File: config.mk
export PLATFORM = sky130hd
export DESIGN_NAME = btn_bcd_counter
export DESIGN_NICKNAME = d
export VERILOG_FILES = /design/src/rtl/btn_pkg.sv /design/src/rtl/btn_bcd_counter_digit.sv /design/src/rtl/btn_bcd_counter.sv
export SDC_FILE = /design/constraint.sdc
export NUM_CORES = 1
export LEC_CHECK = 0
export ABC_AREA = 1
export BUFFER_PORTS_ARGS = -buffer_cell sky130_fd_sc_hd__buf_2
export CAP_MARGIN = 20
export CORE_MARGIN = 2
export CORE_UTILIZATION = 55
export CTS_CLUSTER_DIAMETER = 100
export CTS_CLUSTER_SIZE = 8
export DETAILED_ROUTE_END_ITERATION = 8
export PLACE_DENSITY_LB_ADDON = 0.3
export REMOVE_ABC_BUFFERS = 1
export SLEW_MARGIN = 40
export SYNTH_ARGS = -nofsm -noshare
export SYNTH_HDL_FRONTEND = slang
export SYNTH_SLANG_ARGS = --single-unit
File: constraint.sdc
create_clock -name cclk -period 2 [get_ports cclk]
set_clock_uncertainty 0.1 [all_clocks]
set_input_delay 0.2 -clock cclk [delete_from_list [all_inputs] [get_ports cclk]]
set_output_delay 0.2 -clock cclk [all_outputs]
set_load 0.05 [all_outputs]
File: src/rtl/btn_pkg.sv
// Shared definitions for the button conditioning stage and its consumers:
// button bit positions, BCD counter width and the HOLD/RUN state encoding.
package btn_pkg;

    // Bit positions inside the 4-bit one-shot button bus.
    localparam int BTN_INC = 0;
    localparam int BTN_DEC = 1;
    localparam int BTN_SEL = 2;
    localparam int BTN_RUN = 3;

    // Number of BCD digits in the counter.
    localparam int NUM_DIGITS = 4;

    // Free-running control state.
    typedef enum logic {
        HOLD = 1'b0,
        RUN  = 1'b1
    } run_state_t;

endpackage

File: src/rtl/btn_bcd_counter_digit.sv
// One decimal digit of the BCD counter. Purely combinational: when enabled
// the digit moves one step up or down and reports a decimal carry/borrow.
// A digit that somehow holds 10..15 is forced back into 0..9 when stepped,
// so only legal BCD values are ever produced.
module bcd_digit_step (
    input  logic [3:0] digit,
    input  logic       en,
    input  logic       down,
    output logic [3:0] next_digit,
    output logic       cout
);

    // Single-digit decimal increment/decrement with carry/borrow out.
    always_comb begin
        next_digit = digit;
        cout       = 1'b0;
        if (en) begin
            if (!down) begin
                if (digit >= 4'd9) begin
                    next_digit = 4'd0;
                    cout       = 1'b1;
                end else begin
                    next_digit = digit + 4'd1;
                end
            end else begin
                if (digit == 4'd0) begin
                    next_digit = 4'd9;
                    cout       = 1'b1;
                end else if (digit > 4'd9) begin
                    next_digit = 4'd9;
                end else begin
                    next_digit = digit - 4'd1;
                end
            end
        end
    end

endmodule

File: src/rtl/btn_bcd_counter.sv
// Four-digit BCD counter driven by debounced one-shot button pulses.
// Buttons step the selected digit up or down, rotate the step digit and
// toggle a free-running mode that auto-increments every RUN_DIV cycles.
// Everything lives in the cclk domain; all outputs come straight from flops.
module btn_bcd_counter
    import btn_pkg::*;
#(
    parameter int RUN_DIV = 190
) (
    input  logic        cclk,
    input  logic        clr,
    input  logic [3:0]  btn,
    output logic [15:0] bcd,
    output logic [1:0]  digit_sel,
    output logic        running,
    output logic        wrap
);

    // Terminal value of the tick divider.
    localparam logic [15:0] DIV_LAST = 16'(RUN_DIV - 1);

    run_state_t  state_reg;
    logic [15:0] div_reg;
    logic [15:0] div_next;
    logic [15:0] bcd_reg;
    logic [15:0] bcd_next;
    logic [1:0]  sel_reg;
    logic [1:0]  sel_next;
    logic        running_reg;
    logic        wrap_reg;
    logic        wrap_next;

    logic inc_req;
    logic dec_req;
    logic terminal;
    logic leaving_run;
    logic tick_step;
    logic step_en;
    logic step_down;

    // Request decode. Inc and dec together cancel each other. Any button
    // step, or a toggle back into HOLD, swallows a coinciding divider tick;
    // the divider itself still returns to zero on its terminal count.
    always_comb begin
        inc_req     = btn[BTN_INC] & ~btn[BTN_DEC];
        dec_req     = btn[BTN_DEC] & ~btn[BTN_INC];
        terminal    = (state_reg == RUN) && (div_reg == DIV_LAST);
        leaving_run = (state_reg == RUN) && btn[BTN_RUN];
        tick_step   = terminal && !leaving_run && !btn[BTN_INC] && !btn[BTN_DEC];
        step_en     = inc_req | dec_req | tick_step;
        step_down   = dec_req;
    end

    // Digit chain: the selected digit steps on request, each higher digit
    // steps only when the digit below carries or borrows out. Digits below
    // the selected one never see an enable and keep their value.
    genvar gi;
    generate
        for (gi = 0; gi < NUM_DIGITS; gi++) begin : g_digit
            logic       carry_in;
            logic       en;
            logic       cout;
            logic [3:0] nxt;

            if (gi == 0) begin : g_first
                assign carry_in = 1'b0;
            end else begin : g_chain
                assign carry_in = g_digit[gi-1].cout;
            end

            assign en = (step_en && (sel_reg == 2'(gi))) || carry_in;

            bcd_digit_step u_step (
                .digit      (bcd_reg[4*gi +: 4]),
                .en         (en),
                .down       (step_down),
                .next_digit (nxt),
                .cout       (cout)
            );

            assign bcd_next[4*gi +: 4] = nxt;
        end
    endgenerate

    // Wrap, step-digit rotation and divider next-state.
    always_comb begin
        wrap_next = step_en && g_digit[NUM_DIGITS-1].cout;
        sel_next  = btn[BTN_SEL] ? sel_reg + 2'd1 : sel_reg;
        if ((state_reg == RUN) && !btn[BTN_RUN] && !terminal) begin
            div_next = div_reg + 16'd1;
        end else begin
            div_next = 16'd0;
        end
    end

    // HOLD/RUN state machine together with counter and output registers.
    always_ff @(posedge cclk or posedge clr) begin
        if (clr) begin
            state_reg   <= HOLD;
            div_reg     <= 16'd0;
            bcd_reg     <= 16'h0000;
            sel_reg     <= 2'd0;
            running_reg <= 1'b0;
            wrap_reg    <= 1'b0;
        end else begin
            case (state_reg)
                HOLD: begin
                    if (btn[BTN_RUN]) begin
                        state_reg   <= RUN;
                        running_reg <= 1'b1;
                    end
                end
                RUN: begin
                    if (btn[BTN_RUN]) begin
                        state_reg   <= HOLD;
                        running_reg <= 1'b0;
                    end
                end
                default: begin
                    state_reg   <= HOLD;
                    running_reg <= 1'b0;
                end
            endcase
            div_reg  <= div_next;
            bcd_reg  <= bcd_next;
            sel_reg  <= sel_next;
            wrap_reg <= wrap_next;
        end
    end

    assign bcd       = bcd_reg;
    assign digit_sel = sel_reg;
    assign running   = running_reg;
    assign wrap      = wrap_reg;

endmodule

==> impl_metrics.csv <==
group,metric,value,unit
synthesis,synth_area_per_cell,7.87,um2
timing,hold_ws,0.0177,ns
timing,period_minus_slack,1.83,ns
critical_path,max_stage_delay,0.41,ns
placed_design,dp_cells,416,
critical_path,r2r-start,"bcd[5]$_DFFE_PP0P_",
timing,final.period_utilization,91.6,%
pwr,switching_share,52.6,%
worst_hold_path,hold_end,"digit_sel[0]$_DFFE_PP0P_",
die,die_w,73.6,um
synthesis,yosysUniqueCellTypes,39,
global_routing,antenna_found_initial,0,
clocking,cts_root_buf,"clkbuf_8",
cells_and_area,n_fill_cell,396,
cells_and_area,layoutNonFillerInstCount,430,
die,dieArea,5420,um2
critical_path,cp_data_arrival_time,1.91,ns
timing,tightest_slew,0.476,ns
synthesis,ys_seq_area_share,34.7,%
synthesis,synthAdderAreaFrac,10.3,%
clocking,cts_tree,"yes",
clocking,insertion_delay,0.29,ns
synthesis,synth_area,2670,um2
cells_and_area,drive_above_1_share,18.6,%
cells_and_area,diodes,0,
pwr,power_frac_comb,59.7,%
die,coreArea,4690,um2
cells_and_area,nets,403,
pwr,leakage,1.46,nW
timing,rsz0062_at_grt,"false",
drt,drc,0,
timing,hold_viol,0,
critical_path,crit_chain,"inv_1, ha_1, nand2_1, nand2_1, nand3_2, nand2_1, inv_1, nand2_2, nand2_4, nand3_4, nand2_4, nand2_1, nand2_1",
global_routing,grt_max_degree,38,
clocking,cts.sinks,37,
pwr,cellInternalPower,2.01,mW
die,die_h,73.6,um
worst_hold_path,hold_path.startpoint,"btn[2]",
synthesis,synth_warnings,0,
drt,vias,2269,
die,row_count,25,
critical_path,crit_required,2.08,ns
drt,vias_per_cell,5.28,
global_routing,grt_use_total,21.2,%
drt,drt-total-wl,5130,um
clocking,clockBufferDepth,2,
global_routing,overflow,0,
timing,maxSlewHeadroom,68.3,%
synthesis,synth_compound_area_share,12.2,%
timing,max_freq,546,MHz
placed_design,io_buffer_count,25,
critical_path,r2r_slack,0.17,ns
pwr,power_frac_seq,28.5,%
critical_path,crit_path_frequent_cell,"nand2_1",
job,drv_cap,0,
cells_and_area,multi_input_area,1500,um2
timing,setup_viol,0,
cells_and_area,area_growth,12.1,%
global_routing,grt_pass1_vias,2095,
pwr,powerDensity,1420,nW/um2
cells_and_area,fin_util,63.7,%
placed_design,dp_hpwl,3840,um
worst_hold_path,hold_class,"input pin to flop",
cells_and_area,area.sequential,926,um2
critical_path,r2r_end,"bcd[12]$_DFFE_PP0P_",
synthesis,syn_inst,339,
critical_path,critPathMaxFanout,6,
global_routing,grt_pass1_wl,9100,um
timing,slew_viol_final,0,
pwr,clkPwrFrac,11.8,%
critical_path,ff2ff_path_depth,13,
synthesis,synthMuxAreaShare,0,%
clocking,clk_pin_slew,0.07,ns
drt,wire_per_inst,11.9,um
outcome,outcome,"finished, final reports clean",
synthesis,synth_top_family_by_area,"simple AND/OR/NAND/NOR gates",
drt,drtIter0Drc,162,
drt,postRouteAntennaNets,0,
synthesis,synthSimpleGateAreaFrac,28.8,%
critical_path,crit_family,"simple AND/OR/NAND/NOR gates",
drt,dr.pass1.iters,4,
critical_path,critPathLaunch,"bcd[5]$_DFFE_PP0P_",
pwr,p_sw,2.24,mW
synthesis,synth-seq-cells,37,
critical_path,path_buf_inv,2,
die,initial_core_util,56.8,%
critical_path,crit_type,"flop to flop",
placed_design,place_congestion,0.870,
critical_path,critPathSlowestCell,"dfrtp_1",
synthesis,post_synth_xor_area_fraction,4.93,%
worst_hold_path,holdPathStages,2,
die,ios,26,
critical_path,endpoint_kind,"flop",
clocking,cts_buffers,5,
pwr,vdd.ir_drop.worst,0.985,mV
critical_path,startpoint_type,"flop",
clocking,cts_max_level,2,
==> layout make-up <==
| class | instances | share of cell area (%) |
|---|---|---|
| flip-flops and latches | 37 | 31.0 |
| clock buffers | 8 | 2.68 |
| well taps | 54 | 2.26 |
| inverters | 54 | 6.78 |
| repair buffers | 36 | 7.04 |
| multi-input cells | 241 | 50.3 |
==> kinds of logic (layout without fill, tap and decap cells) <==
group,Yosys count,after routing
buffers and inverters,61,98
and+or+nand+nor,149,149
xor gates and xnor gates,15,15
DFF,37,37
AOI/OAI and AO/OA,55,55
adders and majority gates,22,22
==> metrics by stage <==
stage	setup WS, ns	power, mW	TNS [ns]	cell area, um2
floorplan	-0.0446	3.12	-0.235	2630
global placement	0.167	3.63	0	2860
detailed placement	0.115	3.67	0	2860
CTS	0.111	4.19	0	2950
global route	0.00404	4.63	0	2990
finish	0.168	4.25	0	2990
==> layout by cell type (no fill, tap or decap), drive strengths merged <==
cell type,count
o21ai,25
nand2,67
nand4,7
o21bai,1
ha,22
a31oi,3
o31ai,1
nor3,11
nand3,30
dlygate4sd3,1
nor2,30
o211ai,1
a22o,1
o22ai,3
buf,35
clkbuf,8
xor2,12
dfrtp,37
a32oi,1
inv,54
nor3b,1
a21oi,16
nor4,3
xnor2,3
o221ai,3
==> timing repair <==
item / 4_1_cts / 5_1_grt
endpoints found under the setup margin: 0 / 6
buffers inserted: 0 / 5
gates resized for setup: 0 / 3
hold buffers: 1 / 0
hold endpoints to repair: 37 / 0
==> layer usage <==
layer	wire length (um)	track usage [%]	vias to the layer above	share of wire (%)
met3	140	4.12	8	2.7
met1	2370	28.0	1043	46
met5	0	0	-	0
li1	-	-	1183	-
met4	85	7.07	0	1.7
met2	2540	34.9	35	49
==> worst register-to-register path, stage by stage (launching register included) <==
cell     delay, ns
dfrtp_1       0.41
inv_1         0.15
ha_1          0.20
nand2_1       0.09
nand2_1       0.12
nand3_2       0.11
nand2_1       0.08
inv_1         0.05
nand2_2       0.08
nand2_4       0.07
nand3_4       0.10
nand2_4       0.07
nand2_1       0.06
nand2_1       0.05
==> how the worst max path moves through the flow <==
stage | to | cells after the start
finish | bcd[12]$_DFFE_PP0P_ | 13
global route | bcd[12]$_DFFE_PP0P_ | 13
detailed placement | bcd[12]$_DFFE_PP0P_ | 13
CTS | bcd[12]$_DFFE_PP0P_ | 13
floorplan | bcd[15]$_DFFE_PP0P_ | 12
global placement | bcd[14]$_DFFE_PP0P_ | 11
==> synth_stat cells (all sizes together) <==
| cell type | number | share of area, % |
|---|---|---|
| a21oi | 16 | 3.4 |
| a22o | 1 | 0.33 |
| a31oi | 3 | 0.70 |
| a32oi | 1 | 0.33 |
| buf | 5 | 1.2 |
| clkbuf | 2 | 0.33 |
| dfrtp | 37 | 35 |
| ha | 22 | 10 |
| inv | 54 | 7.6 |
| nand2 | 67 | 11 |
| nand3 | 30 | 7.1 |
| nand4 | 7 | 1.9 |
| nor2 | 30 | 4.7 |
| nor3 | 11 | 2.1 |
| nor3b | 1 | 0.28 |
| nor4 | 3 | 1.3 |
| o211ai | 1 | 0.28 |
| o21ai | 25 | 4.8 |
| o21bai | 1 | 0.28 |
| o221ai | 3 | 0.99 |
| o22ai | 3 | 0.70 |
| o31ai | 1 | 0.28 |
| xnor2 | 3 | 0.99 |
| xor2 | 12 | 3.9 |
==> power groups by stage <==
stage          clock (mW)  combinational (mW)  sequential (mW)
6_report            0.501                2.54             1.21
5_1_grt             0.543                2.82             1.26
4_1_cts             0.517                2.45             1.22
3_5_place_dp            0                2.44             1.23
3_3_place_gp            0                2.41             1.22
2_1_floorplan           0                1.31             1.81
Power figures use the tool's default switching activity.
